===== src/rtl/fpu_pkg.sv =====
// Shared FPU constants and the single-precision field layout.
// Used by itof, ftoi and the rest of the FPU datapath.
package fpu_pkg;

  localparam int unsigned BIAS         = 127;
  localparam int unsigned EXP_W        = 8;
  localparam int unsigned MAN_W        = 23;
  // Exponent of a value whose leading one sits at bit 31 of a 32-bit integer.
  localparam int unsigned INT_EXP_BASE = BIAS + 31;

  typedef struct packed {
    logic             sign;
    logic [EXP_W-1:0] exp;
    logic [MAN_W-1:0] man;
  } float_t;

endpackage


===== src/rtl/lzc32.sv =====
// Combinational 32-bit leading-zero counter.
// lz is 0 when a is all zero; all_zero flags that case.
module lzc32 (
  input  logic [31:0] a,
  output logic [4:0]  lz,
  output logic        all_zero
);

  logic found;

  always_comb begin
    lz    = '0;
    found = 1'b0;
    for (int i = 31; i >= 0; i--) begin
      if (!found && a[i]) begin
        lz    = 5'(31 - i);
        found = 1'b1;
      end
    end
  end

  assign all_zero = ~|a;

endmodule


===== src/rtl/itof.sv =====
// Pipelined signed 32-bit integer to IEEE-754 single converter, RNE rounding.
// Stages: sign/magnitude, normalize, round/pack, then NSTAGE-3 delay registers.
module itof
  import fpu_pkg::*;
#(
  parameter int unsigned NSTAGE = 3
) (
  input  logic        clk,
  input  logic        rstn,
  input  logic [31:0] x,
  input  logic        x_valid,
  output logic [31:0] y,
  output logic        y_valid
);

  // Stage 1: sign / magnitude
  logic        s1_q, zero1_q, v1_q;
  logic [31:0] mag1_q, mag_d;

  // Unsigned negate, so 32'h80000000 maps to itself.
  assign mag_d = x[31] ? (~x + 32'd1) : x;

  always_ff @(posedge clk) begin
    if (!rstn) begin
      s1_q    <= 1'b0;
      zero1_q <= 1'b0;
      mag1_q  <= '0;
      v1_q    <= 1'b0;
    end else begin
      v1_q <= x_valid;
      if (x_valid) begin
        s1_q    <= x[31];
        zero1_q <= (x == 32'd0);
        mag1_q  <= mag_d;
      end
    end
  end

  // Stage 2: normalize
  logic             s2_q, zero2_q, v2_q;
  logic [EXP_W-1:0] e2_q;
  logic [31:0]      norm2_q;
  logic [4:0]       lz;
  logic             lz_all_zero;

  lzc32 u_lzc (
    .a        (mag1_q),
    .lz       (lz),
    .all_zero (lz_all_zero)
  );

  always_ff @(posedge clk) begin
    if (!rstn) begin
      s2_q    <= 1'b0;
      zero2_q <= 1'b0;
      e2_q    <= '0;
      norm2_q <= '0;
      v2_q    <= 1'b0;
    end else begin
      v2_q <= v1_q;
      if (v1_q) begin
        s2_q    <= s1_q;
        zero2_q <= zero1_q | lz_all_zero;
        e2_q    <= EXP_W'(INT_EXP_BASE - 32'(lz));
        norm2_q <= mag1_q << lz;
      end
    end
  end

  // Stage 3: round to nearest even and pack
  logic [23:0]      man24;
  logic             rnd_up;
  logic [24:0]      sum25;
  logic [EXP_W-1:0] e3;
  logic [MAN_W-1:0] man3;
  float_t           res;

  assign man24  = norm2_q[31:8];
  assign rnd_up = norm2_q[7] & ((|norm2_q[6:0]) | norm2_q[8]);
  assign sum25  = {1'b0, man24} + 25'(rnd_up);

  always_comb begin
    e3   = e2_q;
    man3 = sum25[MAN_W-1:0];
    // Carry out of the hidden bit renormalizes to 1.0 x 2^(e+1).
    if (sum25[24]) begin
      e3   = e2_q + 8'd1;
      man3 = '0;
    end
    res = '{sign: s2_q, exp: e3, man: man3};
    if (zero2_q) begin
      res = '0;
    end
  end

  logic [31:0] y3_q;
  logic        v3_q;

  always_ff @(posedge clk) begin
    if (!rstn) begin
      y3_q <= '0;
      v3_q <= 1'b0;
    end else begin
      v3_q <= v2_q;
      if (v2_q) begin
        y3_q <= res;
      end
    end
  end

  // Optional pure-delay tail
  if (NSTAGE > 3) begin : g_delay
    localparam int unsigned Extra = NSTAGE - 3;
    logic [31:0] dly_q [Extra];
    logic        dv_q  [Extra];

    always_ff @(posedge clk) begin
      if (!rstn) begin
        for (int i = 0; i < int'(Extra); i++) begin
          dly_q[i] <= '0;
          dv_q[i]  <= 1'b0;
        end
      end else begin
        dv_q[0] <= v3_q;
        if (v3_q) begin
          dly_q[0] <= y3_q;
        end
        for (int i = 1; i < int'(Extra); i++) begin
          dv_q[i] <= dv_q[i-1];
          if (dv_q[i-1]) begin
            dly_q[i] <= dly_q[i-1];
          end
        end
      end
    end

    assign y       = dly_q[Extra-1];
    assign y_valid = dv_q[Extra-1];
  end else begin : g_nodelay
    assign y       = y3_q;
    assign y_valid = v3_q;
  end

endmodule


===== config.mk =====
export PLATFORM = sky130hd
export DESIGN_NAME = itof
export DESIGN_NICKNAME = d
export VERILOG_FILES = /design/src/rtl/fpu_pkg.sv /design/src/rtl/lzc32.sv /design/src/rtl/itof.sv
export SDC_FILE = /design/constraint.sdc
export NUM_CORES = 1
export LEC_CHECK = 0
export CELL_PAD_IN_SITES_DETAIL_PLACEMENT = 2
export CELL_PAD_IN_SITES_GLOBAL_PLACEMENT = 2
export CORE_UTILIZATION = 36
export CTS_BUF_LIST = sky130_fd_sc_hd__clkbuf_8
export DETAILED_ROUTE_END_ITERATION = 8
export DONT_BUFFER_PORTS = 1
export PLACE_DENSITY = 0.84
export SLEW_MARGIN = 20
export SYNTH_ARGS = -nofsm -noshare
export SYNTH_HDL_FRONTEND = slang
export SYNTH_SLANG_ARGS = --single-unit
export TNS_END_PERCENT = 1

===== constraint.sdc =====
create_clock -name clk -period 3.4 [get_ports clk]
set_clock_uncertainty 0.2 [all_clocks]
set_input_delay 0.17 -clock clk [delete_from_list [all_inputs] [get_ports clk]]
set_output_delay 0.17 -clock clk [all_outputs]
set_load 0.01 [all_outputs]

* Word level (Yosys, flattened, before mapping)
Index checks and enable logic that the tools add are counted.
** Cells by class
- $add $sub $neg :: 4
- Multipliers :: 0
- Divide/modulo/power cells :: 0
- Order comparisons :: 0
- Eq/ne operators :: 0
- Shift operators :: 1
- Mux-type cells :: 66
- Bitwise gates (word level) :: 4
- Reduce and logical (&&, ||, !) cells :: 66
** Operators by type and width (count)
- $mux W5 :: 16
- $mux W32 :: 2
- $add A32 B1 Y32 const B :: 1
- $logic_not A1 Y1 :: 32
- $logic_not A32 Y1 :: 1
- $mux W1 :: 32
- $mux W4 :: 8
- $not A32 Y32 :: 1
- $reduce_or A32 Y1 :: 1
- $shl A32 B5 Y32 :: 1
- $logic_and A1 B1 Y1 :: 31
- $add A24 B1 Y25 :: 1
- $mux W23 :: 1
- $mux W3 :: 4
- $add A8 B1 Y8 const B :: 1
- $mux W8 :: 1
- $sub A8 B5 Y8 const A :: 1
- $reduce_or A7 Y1 :: 1
- $mux W2 :: 2
- $or A1 B1 Y1 :: 2
- $and A1 B1 Y1 :: 1
** Word-level totals
- Register bits after elaboration :: 111
- Latch bits :: 0
- RAM bits :: 0
- Memory bits (read-only) :: 0
- Input port bits :: 35
- Output and inout port bits :: 33
- Word-level logic and storage cells :: 152
- Memories kept :: 0

* Depth between registers and ports, before layout
Gate-level depths: netlist (run 1).
- Depth after elaboration :: 95
- Mapped depth :: 14
- Gate-level depth less buffers :: 11

* By module
From an unflattened synthesis (run 1), not the netlist that was laid out.
** Second synthesis, totals
- Cell total of the unflattened synthesis :: 838
- Area, all modules :: 7038.0 um2
** By module, submodules not included
- itof :: instances 1, cells an instance 761, area an instance 6548.8 um2, seq. area each 2222.1 um2
- lzc32 :: instances 1, cells an instance 77, area an instance 489.2 um2, seq. area each 0.0 um2

* Worst setup path before layout (run 1)
No wires, ideal clock.
- Path type :: flip-flop to flip-flop
- Start point :: register mag1_q[25]
- End point :: register norm2_q[28]
- Library setup time :: 135 ps
- Arrival :: 3180 ps
- Data required time :: 3065 ps
- Slack :: -115 ps
- Stages on the path, launching flop included :: 12
- Buffers on the path :: 2
- Period minus slack after synthesis :: 3515 ps
- Cells stage by stage :: dfxtp_1 clkbuf_1 or4_1 nor4_2 a211oi_1 a221oi_2 clkbuf_1 mux2i_1 o21ai_0 mux2_2 a22oi_1 o221ai_1
** On the way
- Longest elaborated chain between the ends :: 78
- Elaborated cells between the ends (all ways) :: 103
- Classes of those cells :: shift (1); mux (51); reduce/logical (51)
** Ends and longest elaborated chain
- start, declared :: RTL line itof.sv:18 : logic [31:0] mag1_q, mag_d;
- start signal, assigned :: RTL line itof.sv:34 : mag1_q <= mag_d;
- $logic_and A1 B1 Y1 :: RTL line lzc32.sv:15 : if (!found && a[i]) begin
- $mux W1 :: RTL line lzc32.sv:15
- $logic_not A1 Y1 :: RTL line lzc32.sv:15
- $logic_and A1 B1 Y1 :: RTL line lzc32.sv:15
- $mux W1 :: RTL line lzc32.sv:15
- $logic_not A1 Y1 :: RTL line lzc32.sv:15
- $logic_and A1 B1 Y1 :: RTL line lzc32.sv:15
- $mux W1 :: RTL line lzc32.sv:15
- [... 62 more ...]
- $mux W1 :: RTL line lzc32.sv:15
- $logic_not A1 Y1 :: RTL line lzc32.sv:15
- $logic_and A1 B1 Y1 :: RTL line lzc32.sv:15
- $mux W1 :: RTL line lzc32.sv:15
- $logic_not A1 Y1 :: RTL line lzc32.sv:15
- $logic_and A1 B1 Y1 :: RTL line lzc32.sv:15
- $mux W5 :: RTL line lzc32.sv:15
- $shl A32 B5 Y32 (*) :: RTL line itof.sv:65 : norm2_q <= mag1_q << lz;
- end signal, assigned :: RTL line itof.sv:65
- end, declared :: RTL line itof.sv:42 : logic [31:0] norm2_q;
Every way passes the cells marked *; elsewhere a longest branch is shown, timed or not.
A chain may end at the register's enable or synchronous reset.

* Final worst setup path (run 1)
- Start point :: register mag1_q[20]
- End point :: register norm2_q[28]
** On the way
- Longest elaborated chain between the ends :: 63
- Elaborated cells between the ends (all ways) :: 83
- Classes of those cells :: shift (1); mux (41); reduce/logical (41)
** Ends and longest elaborated chain (RTL line)
- $logic_and A1 B1 Y1 :: lzc32.sv:15
- $mux W1 :: lzc32.sv:15
- $logic_not A1 Y1 :: lzc32.sv:15
- $logic_and A1 B1 Y1 :: lzc32.sv:15
- $mux W1 :: lzc32.sv:15
- $logic_not A1 Y1 :: lzc32.sv:15
- $logic_and A1 B1 Y1 :: lzc32.sv:15
- $mux W1 :: lzc32.sv:15
- [... 47 more ...]
- $mux W1 :: lzc32.sv:15
- $logic_not A1 Y1 :: lzc32.sv:15
- $logic_and A1 B1 Y1 :: lzc32.sv:15
- $mux W1 :: lzc32.sv:15
- $logic_not A1 Y1 :: lzc32.sv:15
- $logic_and A1 B1 Y1 :: lzc32.sv:15
- $mux W5 :: lzc32.sv:15
- $shl A32 B5 Y32 (*) :: itof.sv:65
Marked as above.

==> results of run 1 <==
[what timing repair did]
item                                    CTS  global route
cloned                                    1             0
endpoints found under the setup margin   31            39
pin swaps                                18             9
hold endpoints to repair                 94             0
hold buffers                             48             0
buffers inserted                          7             7
gates resized for setup                  68            51
[registers in the layout, indices dropped and copies added (netlist names)]
register	flops
s2_q	1
y	32
mag1_q	32
s1_q	1
v1_q	1
zero2_q	1
v2_q	1
norm2_q	32
y_valid	1
e2_q	8
zero1_q	1
[worst min path at each step]
stage	startpoint	endpoint	slack [ns]
after CTS	x[21]	mag1_q[23]	0.002
final	x[7]	mag1_q[9]	0.04
after global routing	x[7]	mag1_q[9]	0.05
after global placement	rstn	e2_q[5]	0.1
after detailed placement	rstn	y[22]	0.1
after floorplan	x[0]	mag1_q[0]	0.14
[cell usage after synthesis (all sizes together) (14+ instances only)]
master | n | area (µm²)
a211oi | 16 | 120.1
a21oi | 27 | 138.9
and2 | 43 | 269.0
buf | 19 | 108.9
clkbuf | 59 | 221.5
dfxtp | 111 | 2222
inv | 55 | 206.5
mux2i | 57 | 570.6
nand2 | 96 | 360.4
nand3 | 27 | 135.1
nor2 | 45 | 168.9
nor2b | 14 | 87.58
nor3 | 23 | 115.1
nor4 | 18 | 131.4
o211a | 34 | 340.3
o21ai | 26 | 130.1
o22ai | 41 | 256.5
o31ai | 17 | 127.6
xnor2 | 14 | 122.6
xor2 | 44 | 385.4
[final cells by class]
| type | count | area, µm² | area share |
|---|---|---|---|
| Clock buffer | 11 | 151.4 | 0.01529 |
| Clock inverter | 5 | 63.81 | 0.006443 |
| Inverter | 55 | 206.4 | 0.02085 |
| Multi-Input combinational cell | 697 | 5274 | 0.5325 |
| Sequential cell | 111 | 2225 | 0.2246 |
| Tap cell | 270 | 337.8 | 0.03411 |
| Timing Repair Buffer | 184 | 1645 | 0.1661 |
[per-layer routing]
metal,share of wire,routed length [µm]
met1,0.36,15110
met3,0.058,2468
met2,0.50,21190
met5,0.00026,11
met4,0.082,3478
[cells in the final DEF (no fill, tap or decap), types with 25 or more instances in the layout]
| master | Yosys | routed |
|---|---|---|
| dfxtp_1 | 111 | 109 |
| nand3_1 | 27 | 25 |
| nand2_1 | 96 | 95 |
| o22ai_1 | 41 | 37 |
| inv_1 | 53 | 53 |
| o211a_1 | 34 | 33 |
| and2_1 | 43 | 42 |
| mux2i_1 | 57 | 35 |
| xor2_1 | 44 | 44 |
| dlygate4sd3_1 | 0 | 46 |
| buf_4 | 0 | 123 |
| nor2_1 | 45 | 43 |
[cells by family after synthesis]
logic type | Yosys count
AND/OR/NAND/NOR | 319
multiplexers | 62
XOR/XNOR | 58
buffers and inverters | 133
flip-flops | 111
AO/OA/AOI/OAI | 254
adder cells (fa/ha/maj) | 4
[power by group through the flow]
| stage | sequential, mW | clock (mW) | combinational [mW] |
|---|---|---|---|
| final | 1.48 | 0.937 | 2.10 |
| after global routing | 1.49 | 0.977 | 2.16 |
| after CTS | 1.47 | 0.914 | 1.74 |
| after detailed placement | 1.49 | 0 | 1.46 |
| after global placement | 1.48 | 0 | 1.38 |
| after floorplan | 1.46 | 0 | 0.870 |
[per-stage QoR]
step / hold WS, ns / setup TNS, ns
3_5_place_dp: 0.09978 / -3.843
3_3_place_gp: 0.09625 / -1.031
4_1_cts: 0.002261 / -2.851
2_1_floorplan: 0.1396 / -0.003923
5_1_grt: 0.05139 / -14.93
6_report: 0.03963 / -10.23
[worst min-delay path, delay by kind of cell]
family	cells	cell delay, ns
AOI/OAI and AO/OA	2	0.23
and+or+nand+nor	1	0.08
xor gates and xnor gates	1	0.15
==> out/qor.yml, run 1 <==
power:
  peakVddDrop_mv: 0.1689
  switching_power_mw: 1.891
  pwr-share-clk: 0.207
  seq_power_share: 0.327
  p_leak_nw: 3.972
  p_per_area_nw_per_um2: 456.7
  p_total_mw: 4.523
  power_frac_comb: 0.465
  sw_frac_of_total: 0.4181
  intPower_mw: 2.632
place:
  pre_cts_slack_ns: -0.2646
  place_inst: 1254
  hpwlAfterDp_um: 22890
  gp_congestion: 0.8824
  placed_area_um2: 8472
  io_buffers: 0
detailed_routing:
  vias: 8714
  via_per_inst: 6.537
  dr.pass1.iters: 5
  drt-total-wl_um: 42260
  drt_iter0_markers: 712
  postRouteAntennaNets: 0
  route.detailed.drc: 0
  wl_per_cell_um: 31.70
synthesis:
  ys.flop_type: "dfxtp_1"
  yosys.area_share.simple: 0.2181
  syn_area_per_cell_um2: 7.942
  ys_types: 65
  synth_top_family_by_area: "compound AO/OA/AOI/OAI gates"
  synth_compound_area_frac: 0.2541
  synth-xor-area-share: 0.06797
  synthCells: 941
  yosysSeqAreaShare: 0.2973
  synth-edff-count: 0
  async_reset_ff_frac: 0
  mappedNetlistNets: 980
  yosysWarnings: 0
  syn-cell-area_um2: 7473
  synthMuxAreaShare: 0.08388
  synth_seq_cells: 111
  synth_fa_ha_area_frac: 0.006697
die:
  dieArea_um2: 21340
  die_h_um: 146.1
  start_util: 0.3682
  die_w_um: 146.1
  rows: 52
  core_um2: 20300
  pin_count: 68
global_route:
  global_route.usage.met3: 0.04063
  grt_pass1_wl_um: 56400
  grt_pass1_vias: 9265
  track_usage: 0.3457
  grtUsageMet1: 0.3688
  grt_remaining_overflow: 0
  top_usage_layer: "met2"
  grt_max_degree: 96
  use_met2: 0.6524
  antenna_found_initial: 1
worst_setup_path:
  reg2reg_depth: 14
  path_cells: "buf_4, nor4_1, nand4_1, buf_4, nor3_4, a21o_1, buf_6, buf_12, buf_6, buf_4, o21ai_0, mux2_2, a22oi_1, o221ai_1"
  endpoint_kind: "flip-flop"
  arrival_ns: 3.97
  setup.worst_path.end: "norm2_q[28]"
  crit_path_max_incr_delay_ns: 0.49
  crit_required_ns: 3.46
  crit_family: "buffers and inverters"
  cp-startpoint: "mag1_q[20]"
  path_buf_inv: 6
  critical_path_class: "flip-flop to flip-flop"
  crit_top_cell: "buf_4"
  worstSetupStartpointType: "flip-flop"
  crit_fanout: 8
  crit_cells: 14
  reg2reg_from: "mag1_q[20]"
  worst_path_max_delay_cell: "nor4_1"
  rrSetupSlack_ns: -0.51
  r2r-end: "norm2_q[28]"
cts:
  cts_buffer_depth: 2
  clk_pin_slew_worst_paths_ns: 0.12
  cts_max_level: 3
  clock_latency_ns: 0.42
  tritoncts: "done"
  clock-sinks: 111
  cts-root-buf: "clkbuf_8"
  numCtsBuffers: 9
hold_path:
  hp-class: "input port to flip-flop"
  min_path_cells: 4
final_layout:
  post_layout_nonfiller_instances: 1333
  area_delta_synth_final_pct: 32.51
  final_core_util: 0.4879
  drive_gt1_frac: 0.2465
  design_area_um2: 9903
  nFillCells: 2168
  diodes: 0
  nNetsFinal: 1097
sta:
  finalMaxSlewViolations: 0
  period_share: 1.149
  relSlewSlack: 0.2385
  min_period_ns: 3.908
  fmaxAchievable_mhz: 255.9
  rsz0062_at_grt: "yes"
  final-hold-violation-count: 0
  final-setup-viol-count: 34
  final.setup.worst_slack_ns: -0.5077
  worst_slew_pin_slew_ns: 1.139
job:
  cap_violations: 0
status:
  violations: "negative setup slack"
  status: "finished with violations"
Power figures use the tool's default switching activity.
==> inputs of run 2 (changes only) <==
--- a/config.mk
+++ b/config.mk
@@ -16,4 +16,4 @@
 export SYNTH_ARGS = -nofsm -noshare
 export SYNTH_HDL_FRONTEND = slang
 export SYNTH_SLANG_ARGS = --single-unit
-export TNS_END_PERCENT = 1
+export TNS_END_PERCENT = 30
==> run 2 against run 1 <==
  * The flow finishes with violations (negative hold slack, negative setup slack)
  * Count of clock-buffer cells in the layout unchanged
  * Critical path depth unchanged
  * Critical endpoint is now norm2_q[14]
  * Hold slack got worse by 0.075 ns
  * Clock power increased by 2.8%
==> out/qor.yml, run 2 (synthesis gave the netlist of run 1 again) <==
cts:
  numCtsBuffers: 9
  tritoncts: "done"
  clk_pin_slew_worst_paths_ns: 0.13
  clock_latency_ns: 0.45
  clock-sinks: 111
  cts_max_level: 3
  cts-root-buf: "clkbuf_8"
  cts_buffer_depth: 2
power:
  p_per_area_nw_per_um2: 456.0
  peakVddDrop_mv: 0.1831
  p_leak_nw: 3.994
  p_total_mw: 4.588
global_route:
  grt_remaining_overflow: 0
  grt_pass1_vias: 9573
  grt_pass1_wl_um: 58570
  antenna_found_initial: 0
  track_usage: 0.3598
  grt_max_degree: 96
sta:
  rsz0062_at_grt: "yes"
  period_share: 1.237
  final-hold-violation-count: 2
  finalMaxSlewViolations: 0
  min_period_ns: 4.205
  worst_slew_pin_slew_ns: 1.002
  hold_ws_ns: -0.03530
  relSlewSlack: 0.3249
  setup_tns_ns: -17.30
  fmaxAchievable_mhz: 237.8
  final-setup-viol-count: 39
  final.setup.worst_slack_ns: -0.8050
detailed_routing:
  wl_per_cell_um: 32.29
  route.detailed.drc: 0
  vias: 8818
  drt_iter0_markers: 604
  postRouteAntennaNets: 0
  drt-total-wl_um: 43070
  dr.pass1.iters: 5
  via_per_inst: 6.610
die:
  dieArea_um2: 21340
  die_h_um: 146.1
  start_util: 0.3682
  core_um2: 20300
  rows: 52
  pin_count: 68
  die_w_um: 146.1
place:
  gp_congestion: 0.8824
  place_inst: 1254
  io_buffers: 0
  pre_cts_slack_ns: -0.2646
  hpwlAfterDp_um: 22890
final_layout:
  nFillCells: 2163
  drive_gt1_frac: 0.2650
  nNetsFinal: 1098
  layout_commonest_cell: "buf_4"
  area_delta_synth_final_pct: 34.64
  post_layout_nonfiller_instances: 1334
  diodes: 0
  final_cell_mix: "buf_4 (115), dfxtp_1 (108), nand2_1 (94)"
worst_setup_path:
  worst_path_max_delay_cell: "nor4_1"
  cp-startpoint: "mag1_q[24]"
  crit_fanout: 7
  r2r-end: "norm2_q[14]"
  critical_path_class: "flip-flop to flip-flop"
  endpoint_kind: "flip-flop"
  worstSetupStartpointType: "flip-flop"
  path_cells: "buf_4, nor4_1, buf_4, nand3_1, a311oi_2, buf_4, a21o_1, o21ai_2, inv_2, mux2_2, mux2i_1, buf_4, nor2_1, o31ai_1"
  crit_path_max_incr_delay_ns: 0.48
  rrSetupSlack_ns: -0.81
  crit_required_ns: 3.52
  setup.worst_path.end: "norm2_q[14]"
  crit_top_cell: "buf_4"
  reg2reg_depth: 14
  arrival_ns: 4.33
  reg2reg_from: "mag1_q[24]"
job:
  cap_violations: 0
status:
  violations: "negative hold slack, negative setup slack"
  status: "finished with violations"
hold_path:
  hp-class: "input port to flip-flop"
run 2: metrics by stage:
step / instance area [µm²] / hold slack [ns] / util
2_1_floorplan: 7485 / 0.1396 / -
3_3_place_gp: 8472 / 0.09625 / 0.4173
3_5_place_dp: 8472 / 0.09978 / 0.4173
4_1_cts: 9707 / 0.002261 / 0.4782
5_1_grt: 10060 / -0.008241 / 0.4957
6_report: 10060 / -0.03530 / 0.4957
run 2: where the power goes:
group          leakage, nW  switching, mW  internal [mW]  total, mW
Sequential           0.908          0.107           1.38       1.48
Clock                0.111          0.574          0.389      0.963
Combinational         2.97           1.25          0.892       2.14
Total                 3.99           1.93           2.66       4.59
run 2: worst min path at each step:
stage	start	to	slack [ns]	depth (start not counted)
4_1_cts	x[21]	mag1_q[23]	0.002	4
6_report	x[7]	mag1_q[9]	-0.04	4
3_3_place_gp	rstn	e2_q[5]	0.1	1
2_1_floorplan	x[0]	mag1_q[0]	0.14	2
5_1_grt	x[7]	mag1_q[9]	-0.008	4
3_5_place_dp	rstn	y[22]	0.1	1
run 2: final cells by class:
class	instances	area, µm²	area share
Tap cell	270	337.8	0.03357
Timing Repair Buffer	185	1707	0.1696
Clock inverter	5	63.81	0.006342
Clock buffer	11	151.4	0.01505
Multi-Input combinational cell	697	5370	0.5337
Sequential cell	111	2226	0.2212
Inverter	55	206.4	0.02052
run 2: layer usage:
| layer | routed length (µm) | vias up | GRT usage |
|---|---|---|---|
| met5 | 0 | - | 0 |
| met3 | 2648 | 226 | 0.05344 |
| met4 | 3287 | 0 | 0.2479 |
| met2 | 21490 | 504 | 0.6610 |
| met1 | 15650 | 4429 | 0.3780 |
| li1 | - | 3659 | - |
run 2: critical path: cells and delay by family (launching register included):
| kind | cells | cell delay [ns] |
|---|---|---|
| multiplexers | 2 | 0.59 |
| AND/OR/NAND/NOR | 3 | 0.79 |
| buffers and inverters | 5 | 1.00 |
| flip-flops | 1 | 0.36 |
| AO/OA/AOI/OAI | 4 | 1.14 |
run 2: what timing repair did:
| action | in CTS | in global routing |
|---|---|---|
| buffers inserted | 9 | 6 |
| hold buffers | 48 | 0 |
| hold endpoints to repair | 94 | 0 |
| endpoints found under the setup margin | 31 | 42 |
| cloned | 1 | 0 |
| resized for setup | 85 | 69 |
| pin swaps | 24 | 20 |
